==> config.mk <==
export PLATFORM = sky130hd
export DESIGN_NAME = axi_wr_arbiter
export DESIGN_NICKNAME = d
export VERILOG_FILES = /design/src/rtl/axi_wr_arb_pkg.sv /design/src/rtl/axi_wr_arbiter_rr_arbiter.sv /design/src/rtl/axi_wr_arbiter.sv
export SDC_FILE = /design/constraint.sdc
export NUM_CORES = 1
export LEC_CHECK = 0
export CORE_UTILIZATION = 31
export DETAILED_ROUTE_END_ITERATION = 16
export PLACE_DENSITY = 0.82
export SLEW_MARGIN = 10
export SYNTH_ARGS = -nofsm -noshare
export SYNTH_HDL_FRONTEND = slang
export SYNTH_SLANG_ARGS = --single-unit
export TNS_END_PERCENT = 30
==> constraint.sdc <==
create_clock -name CLK -period 2.1 [get_ports CLK]
set_input_delay 0.21 -clock CLK [delete_from_list [all_inputs] [get_ports CLK]]
set_output_delay 0.21 -clock CLK [all_outputs]
set_load 0.01 [all_outputs]
==> src/rtl/axi_wr_arb_pkg.sv <==
// rtl/axi_wr_arb_pkg.sv - shared types and AXI field widths for the write arbiter
package axi_wr_arb_pkg;

  localparam int LEN_W   = 8;
  localparam int SIZE_W  = 3;
  localparam int BURST_W = 2;
  localparam int RESP_W  = 2;

  typedef enum logic [1:0] {
    IDLE = 2'd0,
    ADDR = 2'd1,
    DATA = 2'd2,
    RESP = 2'd3
  } state_t;

endpackage

==> src/rtl/axi_wr_arbiter_rr_arbiter.sv <==
// rtl/axi_wr_arbiter_rr_arbiter.sv - circular first-after-last_grant request picker
module rr_arbiter #(
  parameter int NREQ  = 2,
  parameter int IDX_W = (NREQ > 1) ? $clog2(NREQ) : 1
) (
  input  logic [NREQ-1:0]  req,
  input  logic [IDX_W-1:0] last_grant,
  output logic [NREQ-1:0]  grant,
  output logic [IDX_W-1:0] grant_idx,
  output logic             valid
);

  logic [IDX_W-1:0] cand;

  // Scan starts one past the previous owner so the previous owner is considered last.
  always_comb begin
    grant     = '0;
    grant_idx = '0;
    valid     = 1'b0;
    cand      = '0;
    for (int k = 1; k <= NREQ; k++) begin
      cand = IDX_W'((int'(last_grant) + k) % NREQ);
      if (!valid && req[cand]) begin
        grant[cand] = 1'b1;
        grant_idx   = cand;
        valid       = 1'b1;
      end
    end
  end

endmodule

==> src/rtl/axi_wr_arbiter.sv <==
// rtl/axi_wr_arbiter.sv - round-robin sharing of one AXI write master port between NREQ requesters
// Optional W length checking is enabled by defining AXI_WR_ARB_LEN_CHECK_EN.
module axi_wr_arbiter
  import axi_wr_arb_pkg::*;
#(
  parameter int NREQ   = 2,
  parameter int ADDR_W = 16,
  parameter int DATA_W = 32
) (
  input  logic                             CLK,
  input  logic                             RESET,
  input  logic [NREQ-1:0]                  s_awvalid,
  output logic [NREQ-1:0]                  s_awready,
  input  logic [NREQ-1:0][ADDR_W-1:0]      s_awaddr,
  input  logic [NREQ-1:0][LEN_W-1:0]       s_awlen,
  input  logic [NREQ-1:0][SIZE_W-1:0]      s_awsize,
  input  logic [NREQ-1:0][BURST_W-1:0]     s_awburst,
  input  logic [NREQ-1:0]                  s_wvalid,
  output logic [NREQ-1:0]                  s_wready,
  input  logic [NREQ-1:0][DATA_W-1:0]      s_wdata,
  input  logic [NREQ-1:0]                  s_wlast,
  output logic [NREQ-1:0]                  s_bvalid,
  input  logic [NREQ-1:0]                  s_bready,
  output logic [RESP_W-1:0]                s_bresp,
  output logic [ADDR_W-1:0]                m_awaddr,
  output logic [LEN_W-1:0]                 m_awlen,
  output logic [SIZE_W-1:0]                m_awsize,
  output logic [BURST_W-1:0]               m_awburst,
  output logic                             m_awvalid,
  input  logic                             m_awready,
  output logic [DATA_W-1:0]                m_wdata,
  output logic                             m_wlast,
  output logic                             m_wvalid,
  input  logic                             m_wready,
  input  logic [RESP_W-1:0]                m_bresp,
  input  logic                             m_bvalid,
  output logic                             m_bready,
  output logic [NREQ-1:0]                  grant,
  output logic                             busy,
  output logic                             len_err
);

  localparam int IDX_W = (NREQ > 1) ? $clog2(NREQ) : 1;

  state_t           state, state_nxt;
  logic [IDX_W-1:0] gidx;
  logic [IDX_W-1:0] last_grant;
  logic [NREQ-1:0]  arb_grant;
  logic [IDX_W-1:0] arb_idx;
  logic             arb_valid;
  logic             b_hs;

  rr_arbiter #(
    .NREQ  (NREQ),
    .IDX_W (IDX_W)
  ) u_rr (
    .req        (s_awvalid),
    .last_grant (last_grant),
    .grant      (arb_grant),
    .grant_idx  (arb_idx),
    .valid      (arb_valid)
  );

  assign b_hs = (state == RESP) && m_bvalid && s_bready[gidx];

`ifdef AXI_WR_ARB_LEN_CHECK_EN
  logic [LEN_W-1:0] beat_cnt;
  logic             gen_last;

  assign gen_last = (beat_cnt == m_awlen);

  always_ff @(posedge CLK or negedge RESET) begin
    if (!RESET) begin
      beat_cnt <= '0;
    end else if (state == ADDR && m_awready) begin
      beat_cnt <= '0;
    end else if (m_wvalid && m_wready) begin
      beat_cnt <= beat_cnt + 1'b1;
    end
  end
`endif

  always_ff @(posedge CLK or negedge RESET) begin
    if (!RESET) begin
      state <= IDLE;
    end else begin
      state <= state_nxt;
    end
  end

  always_comb begin
    state_nxt = state;
    case (state)
      IDLE:    if (arb_valid) state_nxt = ADDR;
      ADDR:    if (m_awready) state_nxt = DATA;
      DATA:    if (m_wvalid && m_wready && m_wlast) state_nxt = RESP;
      RESP:    if (b_hs) state_nxt = IDLE;
      default: state_nxt = IDLE;
    endcase
  end

  // Every master- and requester-facing strobe is gated by state, so W and B never leak to a non-owner.
  always_comb begin
    s_awready = '0;
    s_wready  = '0;
    s_bvalid  = '0;
    s_bresp   = '0;
    m_awvalid = 1'b0;
    m_wvalid  = 1'b0;
    m_wdata   = '0;
    m_wlast   = 1'b0;
    m_bready  = 1'b0;
    len_err   = 1'b0;
    busy      = (state != IDLE);
    case (state)
      IDLE: s_awready = arb_grant & {NREQ{RESET}};
      ADDR: m_awvalid = 1'b1;
      DATA: begin
        m_wvalid       = s_wvalid[gidx];
        m_wdata        = s_wdata[gidx];
        s_wready[gidx] = m_wready;
`ifdef AXI_WR_ARB_LEN_CHECK_EN
        m_wlast = gen_last;
        len_err = s_wvalid[gidx] && m_wready && (s_wlast[gidx] != gen_last);
`else
        m_wlast = s_wlast[gidx];
`endif
      end
      RESP: begin
        s_bvalid[gidx] = m_bvalid;
        s_bresp        = m_bresp;
        m_bready       = s_bready[gidx];
      end
      default: ;
    endcase
  end

  always_ff @(posedge CLK or negedge RESET) begin
    if (!RESET) begin
      grant      <= '0;
      gidx       <= '0;
      last_grant <= IDX_W'(NREQ - 1);
      m_awaddr   <= '0;
      m_awlen    <= '0;
      m_awsize   <= '0;
      m_awburst  <= '0;
    end else begin
      if (state == IDLE && arb_valid) begin
        grant     <= arb_grant;
        gidx      <= arb_idx;
        m_awaddr  <= s_awaddr[arb_idx];
        m_awlen   <= s_awlen[arb_idx];
        m_awsize  <= s_awsize[arb_idx];
        m_awburst <= s_awburst[arb_idx];
      end
      if (b_hs) begin
        last_grant <= gidx;
        grant      <= '0;
      end
    end
  end

endmodule
Word level (Yosys, flattened, before mapping)
Index checks and enable logic that the tools add are counted.
- flip-flop bits (word level): 35
- word-level logic and storage cells: 90
- add/sub/neg operators: 2
- magnitude comparators: 7
- equality and inequality tests: 7
- mux-type cells: 48
- bitwise operators: 4
- reductions and logical operators: 14
- operators with widths (kind ; count):
    2-to-1 mux 32 bit ; 3
    2-to-1 mux 16 bit ; 2
    2-to-1 mux 2 bit ; 14
    2-to-1 mux 1 bit ; 21
    2-to-1 mux 8 bit ; 2
    logical AND 1 bit ; 9
    less-than comparator 1 x 2 -> 1 bit, second input constant ; 4
    != test 2 bit, second input constant ; 4
    case mux 2 bit (4 select lines) ; 1
    bitwise AND 2 bit ; 3
    2-to-1 mux 3 bit ; 2
    equality test 2 bit, second input constant ; 2
    AND reduction 4 bit ; 1
    nonzero test 2 bit ; 2
    demux 1 bit (select 1 bit) ; 3
    >= comparator 1 bit, second input constant ; 3
    adder 1 bit, second input constant ; 2
    equality test 2 x 1 -> 1 bit, second input constant ; 1
    logical NOT 2 bit ; 1
    bitwise OR 2 bit ; 1
    logical NOT 1 bit ; 1

Logic depth before layout (Yosys ltp)
- word-level depth: 10
- mapped depth: 6
- depth with buffers taken out: 6

Cells and area by module
Synthesis repeated with hierarchy kept, for this count alone.
- cells, all modules: 256
- area, all modules: 2393.5 µm²
- by module, submodules not included (module ; instances ; cells an instance ; area each (µm²) ; seq. area each (µm²)):
    axi_wr_arbiter ; 1 ; 251 ; 2361.0 ; 877.1
    rr_arbiter ; 1 ; 5 ; 32.5 ; 0.0

Worst setup path before layout
OpenSTA, ideal clock, no wires.
- path type: register to register
- start point: register state[0]
- end point: register state[1]
- library setup time: 0.128 ns
- arrival time: 1.515 ns
- data required time: 1.972 ns
- slack: 0.457 ns
- stages on the path, launching flop included: 7
- path buffers: 0
- path through: dfrtp_1 -> inv_1 -> ha_1 -> inv_1 -> nor3_1 -> a2111oi_4 -> mux2_1
- cells in the longest elaborated chain, start to end: 6
- RTL lines (element ; line ; source):
    from (decl) ; axi_wr_arbiter.sv:45 ; state_t state, state_nxt;
    from (signal assigned) ; axi_wr_arbiter.sv:87 ; state <= state_nxt;
    equality test 2 bit ; axi_wr_arbiter.sv:93, axi_wr_arbiter.sv:115 ;
    2-to-1 mux 1 bit ; axi_wr_arbiter.sv:115 ; case (state)
    logical AND 1 bit (2 in a row) ; axi_wr_arbiter.sv:96 ; DATA: if (m_wvalid && m_wready && m_wlast) state_nxt = RESP;
    != test 2 bit (no source line) ; n/a ;
    AND reduction 4 bit (no source line) ; n/a ;
Parallel ways exist; a longest one is shown, timed or not.
A chain may end at the register's enable or synchronous reset.

Worst setup path in the final report
- start point: register gidx
- end point: output s_bvalid[1]
- cells in the longest elaborated chain, start to end: 6
- RTL lines (element ; line ; source):
    from (decl) ; axi_wr_arbiter.sv:46 ; logic [IDX_W-1:0] gidx;
    from (signal assigned) ; axi_wr_arbiter.sv:150 ; gidx <= arb_idx;
    less-than comparator 1 x 2 -> 1 bit (implied by the code) / >= comparator 1 bit (equally long branches) ; axi_wr_arbiter.sv:130 ; s_bvalid[gidx] = m_bvalid;
    logical AND 1 bit (implied by the code) ; axi_wr_arbiter.sv:130 ;
    2-to-1 mux 1 bit (implied by the code) ; axi_wr_arbiter.sv:130 ;
    demux 1 bit (select 1 bit) (*) ; axi_wr_arbiter.sv:130 ;
    bitwise AND 2 bit (no source line) (*) ; n/a ;
    2-to-1 mux 2 bit (*) ; axi_wr_arbiter.sv:115 ;
    to (decl) ; axi_wr_arbiter.sv:22 ; output logic [NREQ-1:0] s_bvalid,
Every way passes the cells marked *; elsewhere a longest branch is shown, timed or not.

==> flow_summary_export.csv <==
group,metric,value,unit
timing,rsz0062_at_grt,"false",
place,dp_worst_setup_slack,101,ps
die,core.rowCount,30,
logic_synthesis,synth_sequential_area_ratio,0.383,
logic_synthesis,synth-warning-count,0,
global_route,antenna_violations_before_repair,0,
timing,fmax,0.498,GHz
layout,design_area,4600,um^2
clocking,clkSlewWorstSetupHoldPaths,70,ps
setup_path,crit_chain,"buf_4 > and3_1 > clkdlybuf4s50_1",
layout,insertedDiodeCount,0,
route,antenna_violating_nets_post_route,0,
setup_path,cp_slowest_cell,"sky130_fd_sc_hd__clkdlybuf4s50_1",
die,fp.dieArea,7740,um^2
run_status,outcome,"completed",
setup_path,launching_element_type_of_the_critical_path,"register",
clocking,cts_buffers,5,
setup_path,critical_path.endpoint_type,"output pin",
place,dpl-instance-area,4530,um^2
logic_synthesis,synth_cell_type_count,33,
timing,report.final.setup_viol,0,
global_route,grt_max_degree,62,
timing,final.period_utilization,0.956,
layout,area_growth,101,%
layout,layout_commonest_cell,"sky130_fd_sc_hd__clkdlybuf4s50_1",
timing,post-route-min-period,2010,ps
flow_run,drv.max_cap_violation_count,0,
setup_path,critPathMaxStageDelay,550,ps
logic_synthesis,dominantRegCellSynth,"sky130_fd_sc_hd__dfrtp_1",
logic_synthesis,postSynthAreaPerCell,8.98,um^2
global_route,grt-busiest-layer,"met2",
die,starting_density_of_the_core,0.328,
timing,skew,3.95,ps
route,routed_wire_length_per_instance,15.8,um
pwr,vdd_ir_drop_max,0.417,mV
route,drtIter0Drc,49,
die,floorplan.core_area,6980,um^2
clocking,clock_latency_on_the_worst_skew_pair,280,ps
setup_path,criticalPathCategory,"reg2out",
setup_path,critical_path_maximum_fanout,11,
logic_synthesis,synth_enable_flop_cells,0,
setup_path,cp_data_required_time,1890,ps
clocking,tritoncts_clock_tree,"built",
place,place_hpwl,7180,um
timing,final_max_slew_viol_count,0,
global_route,grt_util_all_layers,0.228,
setup_path,timing.critical_path.arrival,1800,ps
setup_path,timing.critical_path.max_delay_family,"buffers and inverters",
route,routed_wl,8890,um
die,io_pins,214,
layout,finalNetCount,606,
die,horizontal_extent_of_the_die,88.0,um
route,drtPass1Iterations,4,
layout,drive_above_1_share,0.0581,
min_path,holdCritPathClass,"in2async",
route,post-route-drc-count,0,
logic_synthesis,synth_cells,255,
global_route,groute.layer.met3.usage,0.0943,
route,vias,2662,
layout,layout.cells.most_common_list,"173 x sky130_fd_sc_hd__clkdlybuf4s50_1, 37 x sky130_fd_sc_hd__nor2b_1, 37 x sky130_fd_sc_hd__dlygate4sd2_1",
pwr,design_power_total,0.00487,W
place,gp_routability_congestion,0.799,
pwr,power.density,1060,nW/um^2
logic_synthesis,netlist_area,2290,um^2
global_route,first_global_vias,2826,
timing,report.final.hold_viol_count,0,
die,die-height,88.0,um
global_route,met2_usage,0.445,
clocking,clk_root_buffer_cell,"sky130_fd_sc_hd__clkbuf_8",
clocking,cts_sinks,35,
global_route,global_route.overflow_total,0,
pwr,leakagePower,2.12,nW
clocking,cts-htree-levels,2,
logic_synthesis,synth-seq-cells,35,
timing,setup_slack,91.8,ps
clocking,cts.path.max_buffers,2,
logic_synthesis,async_reset_ff_frac,1.00,
route,drt-vias-per-instance,4.75,
global_route,grt_use_met1,0.215,
setup_path,worst-path-buf-inv,2,
logic_synthesis,synth.net_count,397,
global_route,grt_first_pass_wirelength,13400,um
timing,fin_tns_setup,0,ps
place,count_of_input_and_output_buffers,212,
==> registers in the layout (all words and copies together), names as in the netlist <==
name and flops:
gidx 1, grant 2, last_grant 1, m_awaddr 16, m_awburst 2, m_awlen 8, m_awsize 3, state 2
==> kinds of logic (layout without fill, tap and decap cells) <==
family / Yosys count / in the layout / synth area share
flops: 35 / 35 / 0.383
simple gates: 83 / 83 / 0.193
other cells: 1 / 1 / 0.00164
compound gates: 68 / 68 / 0.185
buf+inv: 27 / 237 / 0.0530
fa+ha+maj: 5 / 5 / 0.0273
mux: 36 / 36 / 0.158
==> final cells by class <==
type                       instances  area (um^2)
tap                               96          120
clock buffer                       7         76.3
fill                             592         2390
inverter                           5         18.8
multi-input combinational        193         1320
clock inverter                     1         5.00
sequential                        35          881
timing repair buffer             224         2180
==> synthesized netlist by cell type, types with 2 or more instances <==
cell type	instances	area, um^2
sky130_fd_sc_hd__buf_2	7	35.0
sky130_fd_sc_hd__o21ai_0	29	145
sky130_fd_sc_hd__nor2_1	4	15.0
sky130_fd_sc_hd__dfrtp_1	34	851
sky130_fd_sc_hd__mux2i_1	35	350
sky130_fd_sc_hd__nand2_1	31	116
sky130_fd_sc_hd__clkbuf_1	13	48.8
sky130_fd_sc_hd__inv_1	5	18.8
sky130_fd_sc_hd__and2_1	2	12.5
sky130_fd_sc_hd__o22ai_1	29	181
sky130_fd_sc_hd__and3_1	4	25.0
sky130_fd_sc_hd__ha_1	5	62.6
sky130_fd_sc_hd__nor2b_1	37	231
==> layer usage <==
layer,part of all wire,wire length (um),up-vias
li1,-,-,1313
met1,0.34,2990,1201
met2,0.52,4660,135
met3,0.12,1080,13
met4,0.018,163,0
met5,0,0,-
==> where the power goes <==
part | switching, W | total, W | internal, W
sequential | 0.000212 | 0.00123 | 0.00101
clock | 0.000222 | 0.000455 | 0.000232
combinational | 0.00146 | 0.00319 | 0.00173
total | 0.00189 | 0.00487 | 0.00298
==> through the flow <==
stage / hold slack [ps] / util / cells
global placement: 33.0 / 0.649 / 551
floorplan: -85.6 / - / 255
finish: 305 / 0.658 / 561
CTS: 293 / 0.658 / 561
detailed placement: 39.5 / 0.649 / 551
global route: 317 / 0.658 / 561
==> path summary, 6_finish.rpt <==
check                                start           to  slack, ps  cells after the start
worst min-delay path                 RESET     state[0]        300                      2
max in group asynchronous            RESET   last_grant       1150                      3
min in group CLK                m_awlen[7]   m_awlen[7]        480                      2
worst min register to register  m_awlen[7]   m_awlen[7]        480                      2
worst max-delay path                  gidx  s_bvalid[1]         90                      3
worst max register to register        gidx     state[1]        110                      5
==> what timing repair did <==
action,4_1_cts,5_1_grt
endpoints found under the setup margin,39,2
hold endpoints to repair,3,0
buffers inserted,1,0
gates cloned,0,0
gates resized for setup,39,2
hold buffers,1,0
Note: power is estimated with default switching activity, not from simulation.
